## config.mk

```make
export PLATFORM = sky130hd
export DESIGN_NAME = vga_text_mem_arbiter
export DESIGN_NICKNAME = d
export VERILOG_FILES = /design/src/rtl/vga_text_mem_arbiter.sv
export SDC_FILE = /design/constraint.sdc
export NUM_CORES = 1
export LEC_CHECK = 0
export BUFFER_PORTS_ARGS = -buffer_cell sky130_fd_sc_hd__buf_2
export CORE_MARGIN = 3
export CORE_UTILIZATION = 51
export DETAILED_ROUTE_END_ITERATION = 10
export PLACE_DENSITY = 0.81
export SYNTH_ARGS = -nofsm -noshare
export SYNTH_HDL_FRONTEND = slang
export SYNTH_SLANG_ARGS = --single-unit
```

## constraint.sdc

```tcl
create_clock -name clk -period 2.1 [get_ports clk]
set_input_delay 0.315 -clock clk [delete_from_list [all_inputs] [get_ports clk]]
set_output_delay 0.315 -clock clk [all_outputs]
set_load 0.02 [all_outputs]
```

## src/rtl/vga_text_mem_arbiter.sv

```systemverilog
// ---------------------------------------------------------------------------
// vga_text_mem_arbiter
//
// Shares one single-port character RAM between the VGA text scan-out and a
// writer (screen update logic). The scan side prefetches the character code
// of the next 8x16 cell, so it is ready in char_next when the beam crosses
// the cell boundary. Writer requests are served in the free clocks between
// fetches through a req/ack handshake. Scan fetches always have priority.
//
// Ports
//   clk         system clock (pixel_tick arrives at most once per 4 clk)
//   reset       asynchronous, active-low reset
//   pixel_tick  one-clock pixel enable from the sync generator
//   video_on    active-area flag from the sync generator
//   pixel_x     current column counter (0..H_TOTAL-1)
//   pixel_y     current line counter (0..V_TOTAL-1)
//   wr_req      writer request, held until wr_ack
//   wr_addr     write address, stable while wr_req=1
//   wr_data     write data, stable while wr_req=1
//   wr_ack      one-clock pulse in the cycle the write is performed
//   mem_en      RAM enable
//   mem_we      RAM write enable
//   mem_addr    RAM address
//   mem_wdata   RAM write data
//   mem_rdata   RAM read data, valid one clock after a read enable
//   char_code   character code of the current cell
//   char_valid  char_code belongs to a visible text cell
//   overrun     sticky flag: a fetch trigger hit a still-pending fetch
// ---------------------------------------------------------------------------
module vga_text_mem_arbiter #(
   parameter int ADDR_W        = 12,
   parameter int DATA_W        = 8,
   parameter int COLS          = 80,
   parameter int ROWS          = 30,
   parameter int H_TOTAL       = 800,
   parameter int V_TOTAL       = 525,
   parameter int PRE_X         = 792,
   parameter int FETCH_PHASE   = 6,
   parameter int WR_BLANK_ONLY = 0
) (
   input  logic              clk,
   input  logic              reset,
   input  logic              pixel_tick,
   input  logic              video_on,
   input  logic [9:0]        pixel_x,
   input  logic [9:0]        pixel_y,
   input  logic              wr_req,
   input  logic [ADDR_W-1:0] wr_addr,
   input  logic [DATA_W-1:0] wr_data,
   output logic              wr_ack,
   output logic              mem_en,
   output logic              mem_we,
   output logic [ADDR_W-1:0] mem_addr,
   output logic [DATA_W-1:0] mem_wdata,
   input  logic [DATA_W-1:0] mem_rdata,
   output logic [DATA_W-1:0] char_code,
   output logic              char_valid,
   output logic              overrun
);

   typedef enum logic [1:0] {
      IDLE,
      SCAN_RD,
      SCAN_CAP,
      WR
   } state_t;

   state_t              state;
   logic                scan_pend;
   logic                scan_stale;
   logic                scan_inrange;
   logic                cap_valid;
   logic [ADDR_W-1:0]   scan_addr;
   logic [DATA_W-1:0]   char_next;
   logic                next_valid;

   logic [31:0]         col_a;
   logic [31:0]         y_next;
   logic [31:0]         trig_row;
   logic [31:0]         trig_col;
   logic [ADDR_W-1:0]   trig_addr;
   logic                trig_a;
   logic                trig_b;
   logic                trig_fire;
   logic                trig_inrange;
   logic                cell_tick;
   logic                wr_allowed;

   // Work out whether this pixel tick requests a fetch and which cell it is
   // for. Two sources exist: the in-line prefetch of the cell to the right of
   // the current one, and the h-blank prefetch of column 0 of the next line,
   // which has to wrap the line counter at the end of the frame. Row and
   // column math is done 32 bits wide so the range test sees the true row
   // before the linear address is cut down to the RAM width.
   always_comb begin
      col_a  = 32'(pixel_x[9:3]) + 32'd1;
      y_next = (pixel_y == 10'(V_TOTAL - 1)) ? 32'd0 : 32'(pixel_y) + 32'd1;
      trig_a = (pixel_x[2:0] == 3'(FETCH_PHASE)) && (col_a < 32'(COLS));
      trig_b = (pixel_x == 10'(PRE_X));
      if (trig_b) begin
         trig_row = y_next >> 4;
         trig_col = 32'd0;
      end else begin
         trig_row = 32'(pixel_y[9:4]);
         trig_col = col_a;
      end
      trig_addr    = ADDR_W'(trig_row * 32'(COLS) + trig_col);
      trig_inrange = (trig_row < 32'(ROWS));
      trig_fire    = pixel_tick && (trig_a || trig_b);
   end

   // The cell boundary is the last pixel of each 8-pixel cell, plus the last
   // pixel of the line in case H_TOTAL is not a multiple of 8. Writes may be
   // restricted to the blanking interval so they never disturb the display.
   always_comb begin
      cell_tick  = pixel_tick &&
                   (((pixel_x[2:0] == 3'd7) && (pixel_x < 10'(H_TOTAL - 1))) ||
                    (pixel_x == 10'(H_TOTAL - 1)));
      wr_allowed = (WR_BLANK_ONLY == 0) || !video_on;
   end

   // Arbiter FSM together with the scan bookkeeping. A trigger latches the
   // fetch address and marks it pending; a trigger that finds the previous
   // fetch still pending replaces it and raises the sticky overrun flag.
   // In IDLE a trigger arriving in the same clock as a write request goes to
   // the scan first, so the write never pushes a fetch past its cell.
   // If a trigger lands while the RAM read is already on the bus, the data
   // coming back belongs to the old address, so the fetch is kept pending and
   // redone. Out-of-range rows walk through the same states without enabling
   // the RAM and leave a blank, invalid cell behind.
   always_ff @(posedge clk or negedge reset) begin
      if (!reset) begin
         state        <= IDLE;
         scan_pend    <= 1'b0;
         scan_stale   <= 1'b0;
         scan_inrange <= 1'b0;
         cap_valid    <= 1'b0;
         scan_addr    <= '0;
         char_next    <= '0;
         next_valid   <= 1'b0;
         char_code    <= '0;
         char_valid   <= 1'b0;
         overrun      <= 1'b0;
      end else begin
         if (cell_tick) begin
            char_code  <= char_next;
            char_valid <= next_valid;
            next_valid <= 1'b0;
         end

         if (trig_fire) begin
            scan_addr    <= trig_addr;
            scan_inrange <= trig_inrange;
            if (scan_pend) begin
               overrun <= 1'b1;
            end
         end

         if (trig_fire) begin
            scan_pend <= 1'b1;
         end else if ((state == SCAN_CAP) && !scan_stale) begin
            scan_pend <= 1'b0;
         end

         case (state)
            IDLE: begin
               if (scan_pend || trig_fire) begin
                  state <= SCAN_RD;
               end else if (wr_req && wr_allowed) begin
                  state <= WR;
               end
            end
            SCAN_RD: begin
               cap_valid  <= scan_inrange;
               scan_stale <= trig_fire;
               state      <= SCAN_CAP;
            end
            SCAN_CAP: begin
               char_next  <= cap_valid ? mem_rdata : '0;
               next_valid <= cap_valid;
               scan_stale <= 1'b0;
               state      <= IDLE;
            end
            WR: begin
               state <= IDLE;
            end
            default: begin
               state <= IDLE;
            end
         endcase
      end
   end

   // RAM controls are decoded straight from the state register, so a reset
   // in the middle of a write removes the enable and the ack immediately.
   always_comb begin
      mem_en    = ((state == SCAN_RD) && scan_inrange) || (state == WR);
      mem_we    = (state == WR);
      wr_ack    = (state == WR);
      mem_addr  = '0;
      mem_wdata = '0;
      if (state == WR) begin
         mem_addr  = wr_addr;
         mem_wdata = wr_data;
      end else if ((state == SCAN_RD) && scan_inrange) begin
         mem_addr = scan_addr;
      end
   end

endmodule
```

## Yosys cells after proc, flatten, opt, wreduce, memory -nomap -nowiden

Index checks and enable logic that the tools add are counted.

| cells by class | value |
|---|---|
| reduce and logical (&&, ||, !) cells | 17 |
| add/sub/neg operators | 3 |
| $lt $le $gt $ge | 3 |
| eq/ne operators | 9 |
| multiplexer cells | 15 |
| $mul | 1 |

Operator list:

| kind | count |
|---|---|
| == test 10 bit (second input constant) | 3 |
| 2-to-1 mux 12 bit | 2 |
| 2-to-1 mux 8 bit | 3 |
| adder 12 bit | 1 |
| adder 10 x 1 -> 11 bit (second input constant) | 1 |
| 2-to-1 mux 11 bit | 1 |
| less-than comparator 10 bit (second input constant) | 1 |
| adder 7 x 1 -> 8 bit (second input constant) | 1 |
| less-than comparator 8 x 7 -> 1 bit (second input constant) | 1 |
| multiplier 7 x 3 -> 8 bit (second input constant) | 1 |
| less-than comparator 7 x 5 -> 1 bit (second input constant) | 1 |
| 2-to-1 mux 7 bit | 1 |
| == test 3 bit (second input constant) | 2 |
| logical AND 1 bit | 6 |
| case mux 2 bit (3 select lines) | 1 |
| nonzero test 2 bit | 3 |
| == test 2 bit (second input constant) | 2 |
| logical OR 1 bit | 4 |
| 2-to-1 mux 1 bit | 4 |
| 2-to-1 mux 2 bit | 2 |
| != test 3 bit (second input constant) | 1 |
| == test 2 x 1 -> 1 bit (second input constant) | 1 |
| logical NOT 2 bit | 1 |
| case mux 1 bit (2 select lines) | 1 |
| other kinds (3) | 3 |

| storage, ports and cells | value |
|---|---|
| bits of input ports | 53 |
| register bits | 37 |
| output and inout port bits | 33 |
| word-level logic and storage cells | 59 |

## Longest topological paths before layout

Gate-level depths: netlist of the first run.

| depth | value |
|---|---|
| depth in word-level cells | 8 |
| gate-level depth with buffers | 15 |
| depth with buffers taken out | 14 |

## Worst setup path before layout of the first run

OpenSTA, ideal clock, no wires.

| timing | value |
|---|---|
| path kind | input -> register |
| start | input pixel_x[7] |
| end | register scan_addr[11] |
| path buffers | 1 |
| stages on the path | 13 |
| data arrival time | 3788 ps |
| path slack | -1769 ps |
| setup time | 81 ps |
| path through | buf_6 > or4_4 > or4_4 > nor2_1 > xor2_1 > ha_1 > ha_1 > fa_1 > xor2_1 > nand3_1 > o21a_1 > or3_1 > a31oi_2 |

| between the ends | value |
|---|---|
| cells in the longest elaborated chain, start to end | 5 |
| elaborated cells between the ends (all ways) | 10 |
| classes of those cells | 2 x add/sub; 1 x mul; 1 x order compare; 1 x eq/ne; 2 x mux; 3 x reduce/logical |

Ends and longest elaborated chain:

| what | line | text |
|---|---|---|
| start, declared | 45 | `input logic [9:0] pixel_x,` |
| branches (longest 5 deep; another with adder 12 bit) | - |  |
| end signal, assigned | 152 | `scan_addr <= trig_addr;` |
| end, declared | 73 | `logic [ADDR_W-1:0] scan_addr;` |

Several ways; the timed one is not identified.
A chain may end at the register's enable or synchronous reset.

## Final worst setup path of the first run

| timing | value |
|---|---|
| start | input pixel_x[2] |
| end | register scan_addr[11] |

| between the ends | value |
|---|---|
| cells in the longest elaborated chain, start to end | 4 |
| elaborated cells between the ends (all ways) | 9 |
| classes of those cells | 1 x add/sub; 1 x mul; 2 x eq/ne; 2 x mux; 3 x reduce/logical |

Ends and longest elaborated chain:

| what | line |
|---|---|
| == test 10 bit or == test 3 bit (tied branches) | 99, 98 |
| 2-to-1 mux 7 bit or logical AND 1 bit (tied branches) | 100, 98 |
| multiplier 7 x 3 -> 8 bit or logical OR 1 bit (tied branches) | 107, 109 |
| adder 12 bit or logical AND 1 bit (tied branches) | 107, 109 |

Parallel ways exist; a longest one is shown, timed or not.

==> summary.md, run 1 <==
| Metric | Value |
|---|---|
| Final core occ | `90.4%` |
| Pin count of the biggest net entering global routing | `38` |
| Final WL | `10100 um` |
| Maxcap violations | `0` |
| Worst-path maximum fanout | `4` |
| Final Hold Fails | `0` |
| PD cells | `961 nW/um^2` |
| Die width | `76.1 um` |
| Synth Flop Type | `dfrtp_1` |
| Placed cell count | `453` |
| Tot Pwr | `3.94 mW` |
| Clock sink count | `37` |
| Vias per inst | `6.01` |
| Post-route minimum period | `3.77 ns` |
| Critical Path RT | `2.33 ns` |
| Maximum clock path buffer count | `2` |
| H-Tree Depth | `2` |
| Share of post-route cells with drive strength above 1 | `56.1%` |
| Violated checks | `setup timing` |
| Mapped Cells | `257` |
| Post-route cell area | `4100 um^2` |
| F_max | `265 MHz` |
| Synth top area share | `36.9%` |
| Final period utilization | `179%` |
| Wire length per cell | `21.2 um` |
| Antenna violations before repair | `0` |
| Cell taking the most area after synthesis | `dfrtp_1` |
| VDD IR max | `0.467 mV` |
| Unique masters post-synth | `45` |
| Avg Inst Size Synth | `9.76 um^2` |
| Register area | `927 um^2` |
| Status | `finished, violations left` |
| Total congestion overflow | `0` |
| Initial DRT Pass Iterations | `5` |
| LEAKAGE | `2.04 nW` |
| Core Box Area | `4530 um^2` |
| First-pass GRT wire length | `12900 um` |
| # diodes | `0` |
| Async SR Flop Fraction | `100%` |
| Clock root buffer | `clkbuf_8` |
| I/O Pins | `86` |
| Hold_buf cts | `0` |
| DRC | `0` |
| Yosys warning count | `0` |
| Top-count cell post-synth | `dfrtp_1` |
| Worst-margin pin slew | `0.825 ns` |
| I/O Buffers | `84` |
| Synth-to-layout area growth | `63.4%` |
| Clk slew on worst S/H paths | `0.08 ns` |
| Final Non-Filler Cells | `475` |
| Final setup viols | `17` |
| Post-place instance area | `3470 um^2` |
| EDFF count, synth | `0` |
| Nets | `483` |
| Post-synthesis sequential area ratio | `36.9%` |
| Final ANT Viol Nets | `0` |
| CTS tree | `yes` |
| Synth Cell Area | `2510 um^2` |
| Final worst slack | `-1.67 ns` |
| Number of buffers created by CTS | `5` |
| Final Max Slew Viols | `0` |
| Die area | `5790 um^2` |
| Syn Nets | `331` |
| GP Congestion | `0.826` |
| RSZ-0062 raised after global routing | `true` |
| Worst hold path class | `primary input to async pin` |
| Seq cells post-synth | `37` |
| DR iter-0 viols | `292` |
| Layout Skew | `0.00295 ns` |
| Die Y | `76.1 um` |
| Total Routing Usage GR | `28.0%` |
| CP Launch Type | `primary input` |
| Area occupied by multi-input gates | `1810 um^2` |
| Post-place setup slack | `-1.73 ns` |
| Detailed-route via count | `2853` |
| Slew HR | `45.0%` |
| Clk_lat worst skew | `0.30 ns` |
| Effective utilization at floorplan | `55.3%` |
| CP Class | `primary input to register` |
| FP Rows | `24` |
| Fill cells | `182` |
| Worst Setup End Kind | `register` |
| Most frequent cells after synthesis | `dfrtp_1, ha_1, inv_1` |
| Area contributors post-synth | `dfrtp_1, ha_1, mux2_2, a22o_1, o21ai_0` |
| CP arrival | `4.00 ns` |
| Vias in the first global route | `2699` |
| Final HPWL DP | `5070 um` |
[layout by cell type (no fill, tap or decap), drive strengths merged, types with 3 or more instances in the layout]
cell      n
and2      8
ha       19
a21o      5
nand2b    4
nor4      3
nand3    15
or4       3
mux2     16
dfrtp    37
nor3      8
a21oi    10
xnor2     8
inv      20
xor2      8
nor2b     3
clkbuf    6
buf     155
o21ai    19
nor2     12
a22o     12
nand2    13
[worst paths after layout]
kind / startpoint / to / slack [ns] / cells after the start
setup / recovery: pixel_x[2] / scan_addr[11] / -1.67 / 14
hold reg to reg: char_code[1] / char_code[1] / 0.52 / 1
setup reg to reg: state[0] / char_next[3] / 0.42 / 4
min in group clk: mem_rdata[2] / char_next[2] / 0.27 / 3
max in group asynchronous: reset / state[1] / 1.44 / 1
hold / removal: reset / state[1] / 0.1 / 1
[final cells by class]
type | count | share of cell area (%)
Inverter | 19 | 1.74
Clock buffer | 5 | 1.68
Multi-Input combinational cell | 190 | 44.2
Timing Repair Buffer | 156 | 26.1
Tap cell | 65 | 1.98
Sequential cell | 37 | 22.6
Clock inverter | 3 | 1.68
[per-layer routing]
metal | GRT usage, % | share of wire (%) | wire length, um
met1 | 31.1 | 36 | 3650
met2 | 50.4 | 50 | 5010
met3 | 4.85 | 7.5 | 754
met4 | 15.4 | 6.4 | 640
met5 | 0 | 0 | 0
[registers in the layout, indices dropped and copies added (netlist names)]
name,flops
scan_inrange,1
char_next,8
scan_pend,1
overrun,1
char_valid,1
state,2
cap_valid,1
scan_stale,1
char_code,8
next_valid,1
scan_addr,12
[cells by family (layout without fill, tap and decap cells)]
family | count (synthesis) | after routing | share of synthesized area (%)
AOI/OAI and AO/OA | 55 | 55 | 15.6
xor gates and xnor gates | 16 | 16 | 5.59
adders and majority gates | 21 | 21 | 11.1
buffers and inverters | 30 | 183 | 5.39
DFF | 37 | 37 | 36.9
muxes | 17 | 17 | 7.58
and+or+nand+nor | 81 | 81 | 17.9
[stage by stage]
stage / hold slack [ns] / setup TNS, ns
after floorplan: 0.0194 / -7.54
after global placement: 0.441 / -12.05
after detailed placement: 0.446 / -13.32
after CTS: 0.126 / -7.09
after global routing: 0.154 / -9.48
final: 0.0988 / -8.65
[power breakdown]
group / internal, mW / leakage (nW) / switching [mW]
Clock: 0.478 / 0.0687 / 0.296
Sequential: 1.01 / 0.465 / 0.264
Combinational: 0.819 / 1.50 / 1.07
[critical path, stage by stage]
cell      delay, ns
buf_6          0.09
or4_4          0.52
or4_4          0.49
o21ai_1        0.28
a21boi_1       0.27
inv_1          0.11
ha_1           0.31
ha_1           0.38
a21o_1         0.24
a21oi_2        0.17
xnor2_1        0.11
o21a_1         0.14
or3_1          0.41
a31oi_2        0.17
[timing repair]
action                                  CTS  global route
endpoints found under the setup margin   16            31
pin swaps                                21            15
gates resized for setup                  33            42
setup buffers                             3            11
gates cloned                              2             0
Power figures use the tool's default switching activity.
==> inputs of run 2 (changes only) <==
--- a/config.mk
+++ b/config.mk
@@ -7,9 +7,9 @@
 export LEC_CHECK = 0
 export BUFFER_PORTS_ARGS = -buffer_cell sky130_fd_sc_hd__buf_2
 export CORE_MARGIN = 3
-export CORE_UTILIZATION = 51
+export CORE_UTILIZATION = 54
 export DETAILED_ROUTE_END_ITERATION = 10
-export PLACE_DENSITY = 0.81
+export PLACE_DENSITY = 0.85
 export SYNTH_ARGS = -nofsm -noshare
 export SYNTH_HDL_FRONTEND = slang
 export SYNTH_SLANG_ARGS = --single-unit
==> constraint.sdc (replaced) <==
create_clock -name clk -period 4.4 [get_ports clk]
set_input_delay 0.66 -clock clk [delete_from_list [all_inputs] [get_ports clk]]
set_output_delay 0.66 -clock clk [all_outputs]
set_load 0.02 [all_outputs]
==> summary.md, run 2 (synthesis gave the netlist of run 1 again) <==
| Metric | Value |
|---|---|
| Status | `finished, final reports clean (was finished, violations left)` |
| LEAKAGE | `1.57 nW (was 2.04 nW)` |
| Core Box Area | `4410 um^2 (was 4530 um^2)` |
| Cts repair resizes | `0 (was 33)` |
| CTS tree | `yes (unchanged)` |
| Critical Path RT | `4.61 ns (was 2.33 ns)` |
| Placed cell count | `386 (was 453)` |
| Final Hold Fails | `0 (unchanged)` |
| Final ANT Viol Nets | `0 (unchanged)` |
| I/O Buffers | `84 (unchanged)` |
| Die width | `74.1 um (was 76.1 um)` |
| Seq pwr share | `36.9% (was 32.5%)` |
| Share of post-route cells with drive strength above 1 | `34.5% (was 56.1%)` |
| FF-to-FF Start | `state[0] (unchanged)` |
| Nets | `415 (was 483)` |
| Top reg by flops | `scan_addr (unchanged)` |
| Die area | `5500 um^2 (was 5790 um^2)` |
| VDD IR max | `0.276 mV (was 0.467 mV)` |
| Final core occ | `69.6% (was 90.4%)` |
| FF-to-FF setup slack | `2.88 ns (was 0.42 ns)` |
| Worst-margin pin slew | `0.876 ns (was 0.825 ns)` |
| FP Rows | `24 (unchanged)` |
| Net Sw Frac | `39.9% (was 41.3%)` |
| Setup crit start | `pixel_x[7] (was pixel_x[2])` |
| Biggest regs | `scan_addr (12), char_code (8), char_next (8) (unchanged)` |
| H-Tree Depth | `2 (unchanged)` |
| Clock network power share | `19.1% (was 19.7%)` |
| Reg-to-reg critical path endpoint | `scan_pend (was char_next[3])` |
| Logic pwr share | `44.0% (was 47.9%)` |
| # diodes | `0 (unchanged)` |
| CP arrival | `4.36 ns (was 4.00 ns)` |
| Number of post-CTS setup repair buffers | `0 (was 3)` |
| DRC | `0 (unchanged)` |
| Maximum clock path buffer count | `2 (unchanged)` |
| GP Congestion | `0.853 (was 0.826)` |
| Vias per inst | `5.55 (was 6.01)` |
| Total congestion overflow | `0 (unchanged)` |
| Vias in the first global route | `2082 (was 2699)` |
| Worst hold path class | `primary input to async pin (unchanged)` |
| Slew HR | `41.6% (was 45.0%)` |
| Detailed-route via count | `2188 (was 2853)` |
| PD cells | `506 nW/um^2 (was 961 nW/um^2)` |
| Antenna violations before repair | `0 (unchanged)` |
| RSZ-0062 raised after global routing | `false (was true)` |
| Worst-path maximum fanout | `7 (was 4)` |
| Initial DRT Pass Iterations | `4 (was 5)` |
| Clock sink count | `37 (unchanged)` |
| Final HPWL DP | `4440 um (was 5070 um)` |
| Number of buffers created by CTS | `5 (unchanged)` |
| I/O Pins | `86 (unchanged)` |
| Synth-to-layout area growth | `22.6% (was 63.4%)` |
| First-pass GRT wire length | `9050 um (was 12900 um)` |
| Pin count of the biggest net entering global routing | `38 (unchanged)` |
| Worst Setup End Kind | `register (unchanged)` |
| F_max | `241 MHz` |
| Layout Skew | `0.00855 ns (was 0.00295 ns)` |
| Post-route setup TNS | `0 ns (was -8.65 ns)` |
| Crit path to | `scan_addr[11] (unchanged)` |
| Final Non-Filler Cells | `394 (was 475)` |
| Final period utilization | `94.4%` |
| CP Launch Type | `primary input (unchanged)` |
| Max reg flops | `12 (unchanged)` |
| Total Routing Usage GR | `21.2% (was 28.0%)` |
| Clock root buffer | `clkbuf_8 (unchanged)` |
| Worst Reg-to-Reg Cells | `4 (unchanged)` |
| Final setup viols | `0 (was 17)` |
| DR iter-0 viols | `108 (was 292)` |
| Hold_buf cts | `0 (unchanged)` |
| Commonest non-fill, non-tap cell in the layout | `buf_2 (unchanged)` |
| Commonest non-fill, non-tap cells in the layout | `buf_2, dfrtp_1, inv_1, ha_1, o21ai_0 (was buf_2, buf_4, dfrtp_1)` |
| Die Y | `74.1 um (was 76.1 um)` |
| Hold Slack | `0.448 ns (was 0.0988 ns)` |
| Maxcap violations | `0 (unchanged)` |
| CP Class | `primary input to register (unchanged)` |
| P_sw | `621 uW (was 1.63 mW)` |
| Clk_lat worst skew | `0.29 ns (was 0.30 ns)` |
| Wire length per cell | `14.4 um (was 21.2 um)` |
| Post-route minimum period | `4.15 ns` |
| Clk slew on worst S/H paths | `0.08 ns (about the same)` |
| Final WL | `5670 um (was 10100 um)` |
| Final Max Slew Viols | `0 (unchanged)` |
| Pint | `934 uW (was 2.31 mW)` |
| Effective utilization at floorplan | `56.8% (was 55.3%)` |
[run 2: through the flow]
step / worst slack (ns) / total power, mW / instance area, um^2
2_1_floorplan: 0.186 / 1.05 / 2510
3_3_place_gp: 0.0846 / 1.23 / 2960
3_5_place_dp: -0.0368 / 1.26 / 2960
4_1_cts: 0.238 / 1.56 / 3070
5_1_grt: 0.00108 / 1.66 / 3070
6_report: 0.247 / 1.56 / 3070
[run 2: layer usage]
layer  wire length [um]  track usage (%)  part of all wire [%]  vias to the layer above
met5                  0                0                     0                        -
met4                136             9.66                   2.4                        0
met3                337             2.84                   5.9                       15
met2               2850             39.7                    50                       77
met1               2350             23.5                    41                     1019
li1                   -                -                     -                     1077
[run 2: worst min path at each step]
stage,startpoint,endpoint,slack [ns],cells after the start
floorplan,reset,cap_valid,0.36,0
finish,reset,char_code[1],0.45,1
CTS,overrun,overrun,0.46,1
detailed placement,overrun,overrun,0.44,1
global route,overrun,overrun,0.49,1
global placement,overrun,overrun,0.44,1
[run 2: power groups by stage]
stage	registers, mW	clock network, mW	logic, mW
6_report	0.574	0.298	0.684
5_1_grt	0.593	0.316	0.754
4_1_cts	0.574	0.301	0.690
3_5_place_dp	0.579	0	0.683
3_3_place_gp	0.572	0	0.655
2_1_floorplan	0.604	0	0.441
[run 2: area by class of cell]
type | instances | area (um^2)
Tap cell | 52 | 65.1
Multi-Input combinational cell | 190 | 1450
Inverter | 19 | 71.3
Timing Repair Buffer | 88 | 450
Clock inverter | 3 | 46.3
Fill cell | 345 | 1340
Sequential cell | 37 | 926
Clock buffer | 5 | 68.8
[run 2: critical path: stages]
cell	delay (ns)
buf_2	0.14
nor3_1	0.30
or3b_2	0.47
nor4_1	0.32
nand2_1	0.12
xnor2_1	0.23
ha_1	0.27
ha_1	0.29
ha_1	0.37
nand2_1	0.07
o21ai_0	0.24
nand3_1	0.14
o21a_1	0.20
or3_1	0.37
a31oi_2	0.16
